## config.mk

```make
export PLATFORM = sky130hd
export DESIGN_NAME = uart_rx_engine
export DESIGN_NICKNAME = d
export VERILOG_FILES = /design/src/rtl/uart_pkg.sv /design/src/rtl/uart_sync.sv /design/src/rtl/uart_rx_engine.sv
export SDC_FILE = /design/constraint.sdc
export NUM_CORES = 1
export LEC_CHECK = 0
export ABC_AREA = 1
export CAP_MARGIN = 20
export CORE_MARGIN = 2
export CORE_UTILIZATION = 56
export DETAILED_ROUTE_END_ITERATION = 8
export HOLD_SLACK_MARGIN = 0.08
export PLACE_DENSITY = 0.85
export REMOVE_ABC_BUFFERS = 1
export SLEW_MARGIN = 30
export SYNTH_ARGS = -nofsm -noshare
export SYNTH_HDL_FRONTEND = slang
export SYNTH_SLANG_ARGS = --single-unit
```

## constraint.sdc

```tcl
create_clock -name clk_i -period 3.35 [get_ports clk_i]
set_input_delay 0.67 -clock clk_i [delete_from_list [all_inputs] [get_ports clk_i]]
set_output_delay 0.67 -clock clk_i [all_outputs]
set_load 0.005 [all_outputs]
```

## src/rtl/uart_pkg.sv

```systemverilog
// Shared types and constants for the UART receive path.
package uart_pkg;

  typedef enum logic [2:0] {
    ST_IDLE,
    ST_START,
    ST_DATA,
    ST_PARITY,
    ST_STOP1,
    ST_STOP2,
    ST_BRK_WAIT
  } rx_state_t;

  localparam logic [1:0] PARITY_NONE = 2'b00;
  localparam logic [1:0] PARITY_EVEN = 2'b01;
  localparam logic [1:0] PARITY_ODD  = 2'b10;

  localparam int MIN_DATA_BITS = 5;

  // Data-bit count from the "bits minus one" field, clamped to [MIN_DATA_BITS, max_bits].
  function automatic logic [3:0] clamp_bits(input logic [3:0] ds, input int max_bits);
    int n;
    n = int'(ds) + 1;
    if (n > max_bits)
      clamp_bits = 4'(max_bits);
    else if (n < MIN_DATA_BITS)
      clamp_bits = 4'(MIN_DATA_BITS);
    else
      clamp_bits = 4'(n);
  endfunction

endpackage

```

## src/rtl/uart_sync.sv

```systemverilog
// Flop-chain synchroniser for an asynchronous serial line; idles high after reset.
module uart_sync #(
  parameter int STAGES = 2
) (
  input  logic clk_i,
  input  logic rst_i,
  input  logic d_i,
  output logic q_o
);

  logic [STAGES-1:0] r_chain;

  always_ff @(posedge clk_i) begin
    if (!rst_i)
      r_chain <= '1;
    else
      r_chain <= {r_chain[STAGES-2:0], d_i};
  end

  assign q_o = r_chain[STAGES-1];

endmodule

```

## src/rtl/uart_rx_engine.sv

```systemverilog
// Oversampled UART receiver with break detection and a one-entry output holding register.
// Build option UART_RX_MAJORITY_EN: 2-of-3 majority sampling around mid-bit.
module uart_rx_engine
  import uart_pkg::*;
#(
  parameter int DATA_W      = 8,
  parameter int OVERSAMPLE  = 16,
  parameter int SYNC_STAGES = 2
) (
  input  logic              clk_i,
  input  logic              rst_i,
  input  logic [15:0]       cr_clk_div_i,
  input  logic [3:0]        cr_ds_i,
  input  logic [1:0]        cr_p_i,
  input  logic              cr_s_i,
  input  logic              uart_rx_i,
  output logic [DATA_W-1:0] data_o,
  output logic              parity_err_o,
  output logic              frame_err_o,
  output logic              break_o,
  output logic              output_valid_o,
  input  logic              output_ready_i,
  output logic              overrun_o
);

  localparam int HALF  = OVERSAMPLE / 2;
  localparam int CNT_W = $clog2(OVERSAMPLE);
`ifdef UART_RX_MAJORITY_EN
  localparam int DEC_CNT = HALF;
`else
  localparam int DEC_CNT = HALF - 1;
`endif

  logic              w_rx;
  logic              r_rx_d;
  rx_state_t         r_state;
  rx_state_t         w_state_next;
  logic [15:0]       r_div;
  logic [15:0]       r_clk_div;
  logic [CNT_W-1:0]  r_tick_cnt;
  logic [3:0]        r_nbits;
  logic [3:0]        r_bit_cnt;
  logic [1:0]        r_par;
  logic              r_stop2;
  logic [DATA_W-1:0] r_shift;
  logic [DATA_W-1:0] w_bit_sel;
  logic              r_par_acc;
  logic              r_zero;
  logic              r_perr;
  logic              r_ferr;
  logic              r_cmp;
  logic              r_cmp_brk;
  logic [DATA_W-1:0] r_data;
  logic              r_hold_perr;
  logic              r_hold_ferr;
  logic              r_hold_brk;
  logic              r_valid;
  logic              r_overrun;
  logic              w_tick;
  logic              w_decide;
  logic              w_bit;
  logic              w_start_edge;
  logic              w_par_en;
  logic              w_last_data;
  logic              w_cmp;
  logic              w_brk;

  uart_sync #(.STAGES(SYNC_STAGES)) u_sync (
    .clk_i (clk_i),
    .rst_i (rst_i),
    .d_i   (uart_rx_i),
    .q_o   (w_rx)
  );

  assign w_tick       = (r_state != ST_IDLE) && (r_div == r_clk_div);
  assign w_decide     = w_tick && (r_tick_cnt == CNT_W'(DEC_CNT));
  assign w_start_edge = (r_state == ST_IDLE) && r_rx_d && !w_rx;
  assign w_par_en     = (r_par == PARITY_EVEN) || (r_par == PARITY_ODD);
  assign w_last_data  = (r_bit_cnt == r_nbits - 4'd1);

`ifdef UART_RX_MAJORITY_EN
  logic r_s_a;
  logic r_s_b;

  // The first two of three samples; the third is the live line at the decision tick.
  always_ff @(posedge clk_i) begin
    if (!rst_i) begin
      r_s_a <= 1'b1;
      r_s_b <= 1'b1;
    end else if (w_tick) begin
      if (r_tick_cnt == CNT_W'(HALF - 2)) r_s_a <= w_rx;
      if (r_tick_cnt == CNT_W'(HALF - 1)) r_s_b <= w_rx;
    end
  end

  assign w_bit = (r_s_a & r_s_b) | (r_s_a & w_rx) | (r_s_b & w_rx);
`else
  assign w_bit = w_rx;
`endif

  genvar gi;
  for (gi = 0; gi < DATA_W; gi++) begin : g_bit_sel
    assign w_bit_sel[gi] = (r_bit_cnt == 4'(gi));
  end

  always_comb begin
    w_state_next = r_state;
    w_cmp        = 1'b0;
    w_brk        = 1'b0;
    case (r_state)
      ST_IDLE:   if (w_start_edge) w_state_next = ST_START;
      ST_START:  if (w_decide) w_state_next = w_bit ? ST_IDLE : ST_DATA;
      ST_DATA:   if (w_decide && w_last_data) w_state_next = w_par_en ? ST_PARITY : ST_STOP1;
      ST_PARITY: if (w_decide) w_state_next = ST_STOP1;
      ST_STOP1: begin
        if (w_decide) begin
          if (r_zero && !w_bit) begin
            w_brk        = 1'b1;
            w_cmp        = 1'b1;
            w_state_next = ST_BRK_WAIT;
          end else if (r_stop2) begin
            w_state_next = ST_STOP2;
          end else begin
            w_cmp        = 1'b1;
            w_state_next = ST_IDLE;
          end
        end
      end
      ST_STOP2: begin
        if (w_decide) begin
          w_cmp        = 1'b1;
          w_state_next = ST_IDLE;
        end
      end
      ST_BRK_WAIT: if (w_rx) w_state_next = ST_IDLE;
      default:     w_state_next = ST_IDLE;
    endcase
  end

  always_ff @(posedge clk_i) begin
    if (!rst_i)
      r_state <= ST_IDLE;
    else
      r_state <= w_state_next;
  end

  // Frame datapath; r_shift/r_perr/r_ferr stay intact for the cycle after completion.
  always_ff @(posedge clk_i) begin
    if (!rst_i) begin
      r_rx_d     <= 1'b1;
      r_div      <= '0;
      r_clk_div  <= '0;
      r_tick_cnt <= '0;
      r_nbits    <= 4'd0;
      r_bit_cnt  <= 4'd0;
      r_par      <= PARITY_NONE;
      r_stop2    <= 1'b0;
      r_shift    <= '0;
      r_par_acc  <= 1'b0;
      r_zero     <= 1'b0;
      r_perr     <= 1'b0;
      r_ferr     <= 1'b0;
      r_cmp      <= 1'b0;
      r_cmp_brk  <= 1'b0;
    end else begin
      r_rx_d    <= w_rx;
      r_cmp     <= w_cmp;
      r_cmp_brk <= w_brk;

      if (r_state == ST_IDLE || w_tick)
        r_div <= '0;
      else
        r_div <= r_div + 16'd1;

      if (r_state == ST_IDLE)
        r_tick_cnt <= '0;
      else if (w_tick)
        r_tick_cnt <= (r_tick_cnt == CNT_W'(OVERSAMPLE - 1)) ? '0 : r_tick_cnt + 1'b1;

      if (w_start_edge) begin
        r_clk_div <= cr_clk_div_i;
        r_nbits   <= clamp_bits(cr_ds_i, DATA_W);
        r_par     <= cr_p_i;
        r_stop2   <= cr_s_i;
        r_bit_cnt <= 4'd0;
        r_shift   <= '0;
        r_par_acc <= 1'b0;
        r_zero    <= 1'b1;
        r_perr    <= 1'b0;
        r_ferr    <= 1'b0;
      end

      if (w_decide) begin
        case (r_state)
          ST_DATA: begin
            r_shift   <= r_shift | ({DATA_W{w_bit}} & w_bit_sel);
            r_par_acc <= r_par_acc ^ w_bit;
            r_bit_cnt <= r_bit_cnt + 4'd1;
            if (w_bit) r_zero <= 1'b0;
          end
          ST_PARITY: begin
            r_perr <= r_par_acc ^ w_bit ^ (r_par == PARITY_ODD);
            if (w_bit) r_zero <= 1'b0;
          end
          ST_STOP1, ST_STOP2: if (!w_bit) r_ferr <= 1'b1;
          default: ;
        endcase
      end
    end
  end

  // A completing frame is accepted if the slot is empty or is being drained this cycle.
  always_ff @(posedge clk_i) begin
    if (!rst_i) begin
      r_data      <= '0;
      r_hold_perr <= 1'b0;
      r_hold_ferr <= 1'b0;
      r_hold_brk  <= 1'b0;
      r_valid     <= 1'b0;
      r_overrun   <= 1'b0;
    end else begin
      r_overrun <= 1'b0;
      if (r_valid && output_ready_i)
        r_valid <= 1'b0;
      if (r_cmp) begin
        if (!r_valid || output_ready_i) begin
          r_data      <= r_shift;
          r_hold_perr <= r_perr & ~r_cmp_brk;
          r_hold_ferr <= r_ferr;
          r_hold_brk  <= r_cmp_brk;
          r_valid     <= 1'b1;
        end else begin
          r_overrun <= 1'b1;
        end
      end
    end
  end

  assign data_o         = r_data;
  assign parity_err_o   = r_hold_perr;
  assign frame_err_o    = r_hold_ferr;
  assign break_o        = r_hold_brk;
  assign output_valid_o = r_valid;
  assign overrun_o      = r_overrun;

endmodule

```

==> summary.md <==
| Metric | Value |
|---|---|
| Antenna violations before repair | `0` |
| Mapped cell area | `3940 um2` |
| Reg-to-Reg Start | `r_state[1]` |
| Tcrit/Tclk final | `68.1%` |
| Clock share of power | `31.4%` |
| Total iterations of the first detailed-routing run | `5` |
| Post-synth cell types | `41` |
| Initial core utilization | `57.9%` |
| Crit path time final | `2.28 ns` |
| Pwr dens | `524 nW/um2` |
| Peak VDD IR | `0.000361 V` |
| Row cnt | `30` |
| Setup TNS | `0 ns` |
| Hold Vio Cnt, Final | `0` |
| Clock Tree Root | `clkbuf_8` |
| Placer Congestion | `0.896` |
| Diode count | `0` |
| Post-synthesis sequential area ratio | `40.7%` |
| Setup bufs post-CTS | `0` |
| Total CTS buffers | `9` |
| Clock-pin transition on the worst setup and hold timing paths | `0.08 ns` |
| Fillers | `582` |
| Total core area | `6790 um2` |
| Via count | `3532` |
| FF+latch area | `1600 um2` |
| Cells after DPL | `661` |
| Hold path start | `u_sync.r_chain[0]` |
| #FFs+latches synth | `80` |
| CTS tree | `done` |
| Detailed-route wire length | `8580 um` |
| Die W | `87.8 um` |
| Critical path type | `flop to flop` |
| HPWL after detailed placement | `6100 um` |
| Crit-path max FO | `28` |
| F_max | `0.438 GHz` |
| Synth Area per Inst | `7.26 um2` |
| Top post-synthesis cells by count | `nand2_1 (106), dfxtp_1 (80), nor2_1 (70)` |
| Area leader, netlist | `dfxtp_1` |
| Buffers on Ports | `39` |
| Top cells by area, synth | `dfxtp_1 (41%), nand2_1 (10%), nor2_1 (6.7%), a21oi_1 (6.2%), inv_1 (5.9%)` |
| Clock buffer depth | `2` |
| Area of the multi-input gates | `1960 um2` |
| Die height | `87.8 um` |
| Worst Path Arrival | `2.53 ns` |
| RSZ-0062 raised after global routing | `no` |
| Antenna viol nets, final | `0` |
| Yosys warning count | `0` |
| Switching Power | `0.000826 W` |
| Worst skew pair latency | `0.36 ns` |
| Required @ worst endpoint | `3.60 ns` |
| Routed wire length per instance | `12.7 um` |
| Grt total ovfl | `0` |
| IO Pins | `40` |
| Area Overhead vs Synth | `16.0%` |
| Status | `complete, no violations` |
| FFs w/ async S/R, synth | `0%` |
| Setup violators final | `0` |
| Skew final | `0.0154 ns` |
| Nets | `613` |
| Global-route wire length before repair | `14600 um` |
| Non-Filler Instances | `677` |
| Leak | `1.81 nW` |
| Drt initial violations | `188` |
| Sequential share of power | `44.1%` |
| Post-CTS Resized | `0` |
| Top cell type's share of synthesized area | `40.7%` |
| Number of synthesized flops with an enable pin | `0` |
| Count leader, synth | `nand2_1` |
| Min-Delay Path Class | `flop to flop` |
| Sw Share | `34.5%` |
| Via density | `5.22` |
| Logic pwr share | `24.5%` |
| Die area | `7710 um2` |
| Slew Limit Fails | `0` |
| Share of cells above drive strength 1 | `8.61%` |
| CP Launch Point | `r_state[1]` |
| DRC viols | `0` |
| Slew @ Worst Pin | `0.590 ns` |
| Crit end category | `flop` |
| Relative slew margins | `60.5%` |
| Ys flop type | `dfxtp_1` |
| Pin count of the biggest net entering global routing | `34` |
| # hold bufs at CTS | `0` |
| CTS Sinks | `80` |
| Overall routing resource usage | `23.8%` |
| Vias in the first global route | `3429` |
| Post-Syn Instances | `542` |
| H-tree lvl count | `3` |
| CP startpoint kind | `flop` |
| Maxcap violations | `0` |
| P_int | `0.00157 W` |
==> final timing paths <==
kind	end	slack, ns	cells after the start
worst max-delay path	r_state[2]	1.07	10
worst min-delay path	u_sync.r_chain[1]	0.43	1
worst max register to register	r_state[2]	1.07	10
worst min register to register	u_sync.r_chain[1]	0.43	1
==> layer usage <==
metal,share of wire (%),global-route usage [%]
met4,2.5,10.2
met1,44,28.7
met3,4.5,3.86
met5,0,0
met2,49,41.8
==> area by class of cell <==
class / instances / share of cell area (%)
Clock buffer: 9 / 2.71
Clock inverter: 7 / 1.81
Inverter: 70 / 5.76
Multi-Input combinational cell: 373 / 43.0
Sequential cell: 80 / 35.1
Tap cell: 96 / 2.63
Timing Repair Buffer: 42 / 9.05
==> stage by stage <==
stage | instance area [um2] | power, W | util [%] | hold WS [ns] | setup slack, ns
floorplan | 3820 | 0.00151 | - | 0.393 | 1.15
global placement | 4360 | 0.00164 | 64.1 | 0.394 | 0.983
detailed placement | 4360 | 0.00165 | 64.1 | 0.420 | 0.963
CTS | 4560 | 0.00240 | 67.2 | 0.439 | 1.07
global route | 4560 | 0.00252 | 67.2 | 0.443 | 0.791
finish | 4560 | 0.00239 | 67.2 | 0.433 | 1.07
==> power groups by stage <==
stage	logic, W	clock network [W]	registers (W)
after global placement	0.000562	0	0.00108
after floorplan	0.000443	0	0.00106
after detailed placement	0.000575	0	0.00108
after CTS	0.000582	0.000758	0.00106
final	0.000586	0.000750	0.00106
after global routing	0.000658	0.000803	0.00106
==> flip-flops by register name, indices dropped and copies added (netlist names), 2 cells and up <==
name,flops
r_clk_div,16
r_tick_cnt,4
r_nbits,4
u_sync.r_chain,2
r_shift,8
r_state,3
r_bit_cnt,4
r_div,16
data_o,8
r_par,2
==> critical path, cell delays in order, from the launching register on <==
cell	delay, ns
dfxtp_1	0.37
nor2_1	0.23
nand2_2	0.14
inv_2	0.12
nand3_2	0.43
a32oi_1	0.45
inv_2	0.08
a21oi_4	0.16
nand3_1	0.09
nand2_1	0.06
nor2_1	0.04
==> placed cells by master (no fill, tap or decap), types with 2 or more instances in the layout <==
cell and instances:
inv_6 3, a21oi_1 49, clkbuf_8 9, a21oi_2 3
nand3_1 14, clkinvlp_4 2, a211oi_1 2, a31oi_1 10
dfxtp_1 80, xor2_1 11, o21a_1 2, buf_4 3
nor2_4 2, inv_1 62, o21ai_0 38, nor3_1 19
nand2_1 106, xnor2_1 7, nand4_4 2, nor2_1 70
clkdlybuf4s50_1 39, a32oi_1 2, inv_2 7, nand4_1 2
ha_1 10, nor3_2 5, nor2_2 3, or2_2 2
nand2_2 4
==> cell families (layout without fill, tap and decap cells) <==
kind of cell | Yosys count | count (layout) | share of synthesized area (%)
xor+xnor | 18 | 18 | 4.01
compound gates | 110 | 110 | 15.5
flops | 80 | 80 | 40.7
simple gates | 235 | 235 | 27.1
fa+ha+maj | 10 | 10 | 3.18
buf+inv | 89 | 128 | 9.48
No activity file was read; power rests on OpenSTA's default activity.
